===== src/rtl/cordic_envelope.sv =====
// cordic_envelope: iterative CORDIC vectoring engine. Each accepted
// analytic-signal sample (Re, Im) is rotated onto the positive x axis and
// reported as an envelope magnitude plus the instantaneous phase
// atan2(Im, Re). One micro-rotation runs per enabled clock.
//
// Optional feature (macro CORDIC_GAIN_COMP_EN): when defined, a SCALE state
// multiplies x by 39797/65536 (~0.60725) so that Mag is the true |Re+jIm|.
// This adds one cycle of latency. When undefined, Mag carries the CORDIC
// gain (~1.6468) and the design contains no multiplier.
//
// Ports:
//   clock     in   rising-edge system clock
//   reset     in   synchronous, active-low reset (priority over EN)
//   EN        in   clock enable; all state holds while low
//   in_valid  in   Re/Im valid this cycle
//   Re, Im    in   13-bit signed real / imaginary parts
//   in_ready  out  high only in IDLE; accept = in_valid & in_ready & EN
//   out_valid out  one-cycle pulse when Mag/Phase update
//   Mag       out  15-bit unsigned magnitude, integer LSB
//   Phase     out  ZW-bit signed phase, 2^(ZW-1) LSB = pi
module cordic_envelope #(
   parameter int ITER = 12,
   parameter int ZW   = 16
) (
   input  logic                 clock,
   input  logic                 reset,
   input  logic                 EN,
   input  logic                 in_valid,
   input  logic signed [12:0]   Re,
   input  logic signed [12:0]   Im,
   output logic                 in_ready,
   output logic                 out_valid,
   output logic [14:0]          Mag,
   output logic signed [ZW-1:0] Phase
);

`ifdef CORDIC_GAIN_COMP_EN
   typedef enum logic [1:0] {IDLE, ROT, SCALE, DONE} state_t;
`else
   typedef enum logic [1:0] {IDLE, ROT, DONE} state_t;
`endif

   localparam logic [3:0] LAST_ITER = 4'(ITER - 1);

   state_t               state_q, state_d;
   logic [3:0]           iter_q;
   logic signed [17:0]   x_q, y_q;
   logic [ZW-1:0]        z_q;
   logic                 zero_q;

   logic signed [17:0]   re_ext, im_ext;
   logic signed [17:0]   x_sh, y_sh, x_rot, y_rot;
   logic [ZW-1:0]        z_rot;
`ifdef CORDIC_GAIN_COMP_EN
   logic signed [17:0]   x_scl;
`endif

   // atan(2^-i) in units of pi/32768
   function automatic logic [15:0] atan_lut(input logic [3:0] idx);
      case (idx)
         4'd0:    atan_lut = 16'd8192;
         4'd1:    atan_lut = 16'd4836;
         4'd2:    atan_lut = 16'd2555;
         4'd3:    atan_lut = 16'd1297;
         4'd4:    atan_lut = 16'd651;
         4'd5:    atan_lut = 16'd326;
         4'd6:    atan_lut = 16'd163;
         4'd7:    atan_lut = 16'd81;
         4'd8:    atan_lut = 16'd41;
         4'd9:    atan_lut = 16'd20;
         4'd10:   atan_lut = 16'd10;
         4'd11:   atan_lut = 16'd5;
         4'd12:   atan_lut = 16'd3;
         4'd13:   atan_lut = 16'd1;
         4'd14:   atan_lut = 16'd1;
         default: atan_lut = 16'd0;
      endcase
   endfunction

   assign in_ready = (state_q == IDLE);

   // Inputs sign-extended to 16 bits, then 2 fractional guard bits appended
   assign re_ext = {{3{Re[12]}}, Re, 2'b00};
   assign im_ext = {{3{Im[12]}}, Im, 2'b00};

   // One micro-rotation; both updates use the old x/y
   always_comb begin
      x_sh = x_q >>> iter_q;
      y_sh = y_q >>> iter_q;
      if (y_q[17]) begin
         x_rot = x_q - y_sh;
         y_rot = y_q + x_sh;
         z_rot = z_q - atan_lut(iter_q);
      end else begin
         x_rot = x_q + y_sh;
         y_rot = y_q - x_sh;
         z_rot = z_q + atan_lut(iter_q);
      end
   end

`ifdef CORDIC_GAIN_COMP_EN
   // x * 39797 >> 16, evaluated at full 35-bit product width
   assign x_scl = 18'(($signed(35'(x_q)) * 35'sd39797) >>> 16);
`endif

   always_ff @(posedge clock) begin
      if (!reset)
         state_q <= IDLE;
      else if (EN)
         state_q <= state_d;
   end

   always_comb begin
      state_d = state_q;
      case (state_q)
         IDLE:    if (in_valid) state_d = ROT;
`ifdef CORDIC_GAIN_COMP_EN
         ROT:     if (iter_q == LAST_ITER) state_d = SCALE;
         SCALE:   state_d = DONE;
`else
         ROT:     if (iter_q == LAST_ITER) state_d = DONE;
`endif
         DONE:    state_d = IDLE;
         default: state_d = IDLE;
      endcase
   end

   always_ff @(posedge clock) begin
      if (!reset) begin
         iter_q    <= '0;
         x_q       <= '0;
         y_q       <= '0;
         z_q       <= '0;
         zero_q    <= 1'b0;
         out_valid <= 1'b0;
         Mag       <= '0;
         Phase     <= '0;
      end else if (EN) begin
         out_valid <= 1'b0;
         case (state_q)
            IDLE: begin
               if (in_valid) begin
                  // Left half-plane is pre-rotated by pi so CORDIC converges
                  if (Re[12]) begin
                     x_q <= -re_ext;
                     y_q <= -im_ext;
                     z_q <= {1'b1, {(ZW-1){1'b0}}};
                  end else begin
                     x_q <= re_ext;
                     y_q <= im_ext;
                     z_q <= '0;
                  end
                  zero_q <= (Re == 13'sd0) && (Im == 13'sd0);
                  iter_q <= '0;
               end
            end
            ROT: begin
               x_q    <= x_rot;
               y_q    <= y_rot;
               z_q    <= z_rot;
               iter_q <= iter_q + 4'd1;
            end
`ifdef CORDIC_GAIN_COMP_EN
            SCALE: x_q <= x_scl;
`endif
            DONE: begin
               Mag       <= x_q[16:2];
               Phase     <= zero_q ? '0 : z_q;
               out_valid <= 1'b1;
            end
            default: ;
         endcase
      end
   end

endmodule

===== config.mk =====
export PLATFORM = sky130hd
export DESIGN_NAME = cordic_envelope
export DESIGN_NICKNAME = d
export VERILOG_FILES = /design/src/rtl/cordic_envelope.sv
export SDC_FILE = /design/constraint.sdc
export NUM_CORES = 1
export LEC_CHECK = 0
export BUFFER_PORTS_ARGS = -buffer_cell sky130_fd_sc_hd__clkbuf_2
export CORE_MARGIN = 2
export CORE_UTILIZATION = 50
export DETAILED_ROUTE_END_ITERATION = 8
export GPL_TIMING_DRIVEN = 0
export PLACE_DENSITY_LB_ADDON = 0.08
export SLEW_MARGIN = 20
export SYNTH_ARGS = -nofsm -noshare
export SYNTH_HDL_FRONTEND = slang
export SYNTH_SLANG_ARGS = --single-unit

===== constraint.sdc =====
create_clock -name clock -period 10.2 [get_ports clock]
set_clock_uncertainty 0.15 [all_clocks]
set_input_delay 2.55 -clock clock [delete_from_list [all_inputs] [get_ports clock]]
set_output_delay 2.55 -clock clock [all_outputs]
set_load 0.02 [all_outputs]

==> results of run 1 <==
==> how the worst max path moves through the flow <==
stage,endpoint,slack (ns),cells past startpoint
2_1_floorplan,x_q[17],5.17,23
3_5_place_dp,x_q[17],4.38,23
3_3_place_gp,x_q[17],4.34,23
6_report,x_q[17],4.25,23
5_1_grt,x_q[17],3.77,23
4_1_cts,x_q[17],4.33,23
==> cell usage in the layout (no fill, tap or decap), types with 15 or more instances in the layout <==
cell      instances
xor2_1           33
a21oi_1          73
nor2b_1          39
a31oi_1          16
nor2_1           81
inv_1            46
nand3b_1         17
nand3_1          15
o21ai_0          64
mux4_2           33
ha_1             61
nor3_1           29
nand2_1         152
dfxtp_1         105
a21boi_0         41
a22oi_1          15
clkbuf_1         51
mux2i_1          26
o21a_1           19
clkbuf_2         61
o211ai_1         18
xnor2_1          51
==> power by group through the flow <==
stage | Sequential (mW) | Clock (mW) | Combinational (mW)
2_1_floorplan | 0.455 | 0 | 0.508
5_1_grt | 0.472 | 0.383 | 0.740
6_report | 0.471 | 0.362 | 0.673
3_3_place_gp | 0.478 | 0 | 0.653
3_5_place_dp | 0.478 | 0 | 0.657
4_1_cts | 0.468 | 0.365 | 0.662
==> area by class of cell <==
type,count,share of cell area (%)
Clock inverter,7,0.8008
Buffer,71,2.920
Timing Repair Buffer,61,2.873
Inverter,48,1.696
Multi-Input combinational cell,980,66.75
Clock buffer,9,2.120
Tap cell,260,3.062
Sequential cell,105,19.78
==> critical path, cell delays in order, from the launching register on <==
cell,delay [ns]
dfxtp_1,0.40
buf_6,0.20
buf_2,0.29
buf_2,0.34
mux4_2,0.35
a22o_1,0.19
a21o_1,0.19
inv_1,0.08
ha_1,0.15
and3b_1,0.21
a41oi_2,0.14
or4b_4,0.61
or3_1,0.34
o21ai_0,0.15
ha_1,0.30
clkbuf_1,0.19
o311a_1,0.17
a211oi_1,0.39
nand3b_1,0.16
nand4_1,0.16
a31oi_1,0.14
xnor2_1,0.22
a2bb2oi_1,0.18
o21ai_0,0.11
==> routing by layer <==
layer | vias to the layer above | global-route usage (%) | wire length (um)
met2 | 427 | 46.86 | 13300
li1 | 4528 | - | -
met4 | 0 | 10.84 | 935
met5 | - | 0 | 0
met3 | 65 | 7.847 | 3108
met1 | 4427 | 45.10 | 14440
==> cells by family (layout without fill, tap and decap cells) <==
group | count (synthesis) | in the layout
muxes | 72 | 72
AOI/OAI and AO/OA | 345 | 345
DFF | 105 | 105
adders and majority gates | 64 | 64
xor gates and xnor gates | 86 | 86
buffers and inverters | 119 | 196
and+or+nand+nor | 413 | 413
==> metrics by stage <==
stage	utilization (%)	area (um^2)
after floorplan	-	9679
after global placement	54.75	10310
after detailed placement	54.78	10310
after CTS	56.43	10630
after global routing	56.43	10630
final	56.43	10630
==> impl_metrics.json, run 1 <==
{
  "grt_usage_pct": 31.77,
  "yosysMostFrequentCell": "nand2_1",
  "crit_start": "iter_q[1]",
  "leakage_nw": 4.188,
  "placedCellCount": 1525,
  "core_area_um2": 18830,
  "ys_ff_latch": 105,
  "multi_input_area_um2": 7092,
  "synthFlopType": "dfxtp_1",
  "worst_slack_ns": 4.247,
  "synthAdderAreaFrac_pct": 8.506,
  "worstMarginPinSlew_ns": 0.9562,
  "yosysUniqueCellTypes": 78,
  "ios": 63,
  "slew_viol_final": 0,
  "synth_common_cells": "nand2_1, dfxtp_1, nor2_1",
  "detail-route-antenna-nets": 0,
  "antenna_found_initial": 1,
  "synth-simple-area-share_pct": 20.95,
  "rsz0062_at_grt": "no",
  "relSlewSlack_pct": 35.45,
  "synthMuxAreaShare_pct": 11.88,
  "synth_area_um2": 9679,
  "finalNetCount": 1370,
  "swShare_pct": 41.10,
  "clkPwrFrac_pct": 24.1,
  "dp.final_hpwl_mm": 25.13,
  "synth_top_family_by_area": "compound AO/OA/AOI/OAI gates",
  "r2r_end": "x_q[17]",
  "grt_pass1_vias": 8864,
  "overflow": 0,
  "gp_congestion": 1.011,
  "min_to": "Phase[2]",
  "syn-num-nets": 1298,
  "ctsResizeCount": 0,
  "initial_core_util_pct": 51.40,
  "synth_compound_area_share_pct": 23.88,
  "cts_setup_buffers": 0,
  "cts.reportedPaths.clkPinSlew_ns": 0.08,
  "finalSetupTns_ns": 0,
  "pre_cts_ws_ns": 4.378,
  "p_comb_share_pct": 44.7,
  "wirelength_mm": 31.78,
  "p_total_mw": 1.506,
  "setup_viol": 0,
  "ys_async_sr_fraction_pct": 0,
  "antennaDiodeCount": 0,
  "min_from": "Phase[2]",
  "tritoncts": "done",
  "regArea_um2": 2102,
  "cp-end-kind": "register",
  "hold_depth": 2,
  "cts_hold_buffers": 0,
  "final_hold_viol_count": 0,
  "std_cell_rows": 50,
  "crit_type": "register to register",
  "outcome": "finished clean",
  "port_buffers": 61,
  "cts_max_path_buffers": 2,
  "cap_violations": 0,
  "drt_iter0_markers": 871,
  "arrival_ns": 6.03,
  "synth_edf_count": 0,
  "r2r-start": "iter_q[1]",
  "first_pass_iters": 5,
  "final_cells": 1541,
  "p_switching_mw": 0.6190,
  "min_path_type": "register to register",
  "synth-seq-area-share_pct": 21.72,
  "critical_path.max_fanout": 10,
  "synth_top_cell_area_share_pct": 21.72,
  "fillers": 1784,
  "area_growth_pct": 9.773,
  "seq_power_share_pct": 31.2,
  "required_ns": 10.27,
  "die_x_um": 143.1,
  "drive_gt1_share_pct": 12.02,
  "grt_start_max_net_pins": 22,
  "hold_slack_ns": 0.3113,
  "dieArea_um2": 20490,
  "htreeDepth": 3,
  "postSynthCellCount": 1204,
  "numCtsBuffers": 9,
  "worstRegToRegCells": 23,
  "p_per_area_nw_per_um2": 141.7,
  "yosysTopAreaCell": "dfxtp_1",
  "period_needed_ns": 5.953,
  "die_y_um": 143.1,
  "rrSetupSlack_ns": 4.25,
  "vdd_ir_drop_max_mv": 0.09075,
  "max_freq_mhz": 168.0,
  "cts_sinks": 105,
  "avgSynthCellArea_um2": 8.039,
  "drc": 0,
  "vias_per_cell": 6.130,
  "internal_power_mw": 0.8871,
  "clk-insertion-delay-late_ns": 0.36,
  "synth_area_leaders": "dfxtp_1, ha_1, mux4_2",
  "post_drt_wl_per_cell_um": 20.62,
  "final.period_utilization_pct": 58.36,
  "grt_pass1_wl_mm": 49.65,
  "start_kind": "register",
  "vias": 9447,
  "synth_xor_xnor_area_share_pct": 8.002,
  "ys_warn_count": 0,
  "cts-root-buf": "clkbuf_16"
}
No activity file was read; power rests on OpenSTA's default activity.
==> inputs of run 2 (changes only) <==
- ABC_AREA: not set -> 1
- clock period: 10.2 -> 5.1 ns (I/O delays scaled with it)
==> impl_metrics.json, run 2 <==
{
  "ys_warn_count": 0,
  "htreeDepth": 3,
  "cap_violations": 0,
  "synth_common_cells": "nand2_1, nand3_1, a21oi_1",
  "finalNetCount": 1726,
  "worstMarginPinSlew_ns": 0.9545,
  "cp-end-kind": "register",
  "drt_iter0_markers": 925,
  "cts.reportedPaths.clkPinSlew_ns": 0.09,
  "synth-simple-area-share_pct": 35.26,
  "antenna_found_initial": 0,
  "outcome": "finished clean",
  "cpMostUsedCell": "o21ai_0",
  "synth_xor_xnor_area_share_pct": 4.302,
  "grt_pass1_wl_mm": 53.03,
  "core_area_um2": 18770,
  "period_needed_ns": 4.798,
  "synth_edf_count": 0,
  "cts_setup_buffers": 0,
  "std_cell_rows": 50,
  "syn-num-nets": 1655,
  "critical_path.max_fanout": 10,
  "area_growth_pct": 9.586,
  "avgSynthCellArea_um2": 6.129,
  "postSynthCellCount": 1561,
  "initial_core_util_pct": 50.98,
  "critPathBufInv": 4,
  "synth_compound_area_share_pct": 20.74,
  "p_per_area_nw_per_um2": 286.6,
  "yosysMostFrequentCell": "nand2_1",
  "crit_chain": "clkbuf_1 > buf_2 > buf_1 > o21ai_0 > fa_1 > nand3b_1 > nand2_1 > inv_1 > o21a_1 > o21ai_0 > a21boi_0 > o21ai_0 > nor2_1 > nor2_1 > nand2_1 > a21oi_1",
  "fillers": 1977,
  "setup_viol": 0,
  "synth_area_um2": 9568,
  "first_pass_iters": 5,
  "die_x_um": 142.3,
  "min_path_type": "register to register",
  "grt_usage_pct": 34.18,
  "cts_hold_buffers": 0,
  "final_hold_viol_count": 0,
  "drc": 0,
  "leakage_nw": 4.965,
  "rsz0062_at_grt": "no",
  "wirelength_mm": 34.59,
  "layout_commonest_cell": "nand2_1",
  "vias_per_cell": 5.809,
  "placedCellCount": 1855,
  "dieArea_um2": 20260,
  "final_cells": 1871,
  "synth_top_family_by_area": "simple AND/OR/NAND/NOR gates",
  "clk-insertion-delay-late_ns": 0.37,
  "hold_slack_ns": 0.3193,
  "post_drt_wl_per_cell_um": 18.49,
  "cts-root-buf": "clkbuf_16",
  "antennaDiodeCount": 0,
  "numCtsBuffers": 9,
  "detail-route-antenna-nets": 0,
  "synthAdderAreaFrac_pct": 8.605,
  "synthFlopType": "dfxtp_1",
  "layout_common_cells": "nand2_1, nand3_1, a21oi_1, inv_1, o21ai_0",
  "finalSetupTns_ns": 0,
  "max_freq_mhz": 208.4,
  "synth_top_cell_area_share_pct": 21.97,
  "ys_ff_latch": 105,
  "yosysUniqueCellTypes": 52,
  "final.period_utilization_pct": 94.09,
  "ios": 63,
  "synth_area_leaders": "dfxtp_1, nand2_1, nand3_1",
  "synth-seq-area-share_pct": 21.97,
  "worst_path_dominant_cell_family": "compound AO/OA/AOI/OAI gates",
  "port_buffers": 60,
  "cts_sinks": 105,
  "slew_viol_final": 0,
  "overflow": 0,
  "vdd_ir_drop_max_mv": 0.2233,
  "crit_type": "register to register",
  "drive_gt1_share_pct": 9.652,
  "ys_async_sr_fraction_pct": 0,
  "arrival_ns": 4.95,
  "tritoncts": "done",
  "cts_max_path_buffers": 2,
  "die_y_um": 142.3,
  "required_ns": 5.25,
  "yosysTopAreaCell": "dfxtp_1",
  "dp.final_hpwl_mm": 27.64,
  "gp_congestion": 1.000,
  "cp_slowest_cell": "buf_1",
  "vias": 10868,
  "grt_pass1_vias": 9753,
  "slowest_delay_ns": 0.59,
  "grt_start_max_net_pins": 21,
  "relSlewSlack_pct": 36.37,
  "synthMuxAreaShare_pct": 0.2223,
  "start_kind": "register"
}
[run 2: changes by cell type after synthesis, sizes merged, moves of 25 or more]
cell / change
nand2: +231
nand3: +180
inv: +93
a21oi: +87
o21ai: +74
nor2: +57
a21boi: -40
nor2b: -39
xnor2: -35
mux4: -33
mux2i: -25
[run 2: timing repair]
item,4_1_cts,5_1_grt
gates resized for setup,0,1
endpoints found under the hold margin,0,0
setup endpoints to repair,0,1
[run 2: metrics by stage]
step           util [%]  total power [mW]  worst slack (ns)  instance area [um^2]
3_3_place_gp      54.14             2.213            0.5697                 10160
2_1_floorplan         -             1.891             1.354                  9568
4_1_cts           55.85             2.983            0.5059                 10480
3_5_place_dp      54.14             2.216            0.5433                 10160
6_report          55.87             3.005            0.3016                 10490
5_1_grt           55.87             3.195           0.03553                 10490
[run 2: final timing paths]
| kind | cells after the start | startpoint | slack, ns | end |
|---|---|---|---|---|
| setup / recovery | 16 | y_q[17] | 0.30 | x_q[12] |
| hold / removal | 2 | Phase[1] | 0.32 | Phase[1] |
| setup reg to reg | 16 | y_q[17] | 0.30 | x_q[12] |
| hold reg to reg | 2 | Phase[1] | 0.32 | Phase[1] |
[run 2: power breakdown]
group | switching, mW | internal, mW | total, mW
Sequential | 0.0586 | 0.853 | 0.911
Combinational | 0.873 | 0.453 | 1.33
Clock | 0.371 | 0.397 | 0.768
Total | 1.30 | 1.70 | 3.01
[run 2: layout make-up]
type                    instances  area [um^2]  area share [%]
multi-input cells            1244         6614           63.08
well taps                     234        292.8           2.792
clock buffers                   9        225.2           2.148
inverters                     141        533.0           5.084
plain buffers                  71        322.8           3.079
clock inverters                 7        95.09          0.9069
repair buffers                 60        300.3           2.864
flip-flops and latches        105         2102           20.05
[run 2: routing by layer]
metal	track usage (%)	vias up	wire length, um
li1	-	5418	-
met1	46.18	4936	14900
met2	54.77	436	15550
met3	5.956	78	2875
met4	12.71	0	1265
met5	0	-	0
[run 2: logic make-up after synthesis]
logic type                 after synthesis
AOI/OAI and AO/OA                      365
xor gates and xnor gates                47
adders and majority gates               64
buffers and inverters                  212
DFF                                    105
muxes                                    2
and+or+nand+nor                        766
[run 2: tightest hold or removal path: cells and delay by family, from the launching register on]
kind / cells / cell delay, ns
flip-flops: 1 / 0.32
AND/OR/NAND/NOR: 1 / 0.06
AO/OA/AOI/OAI: 1 / 0.05
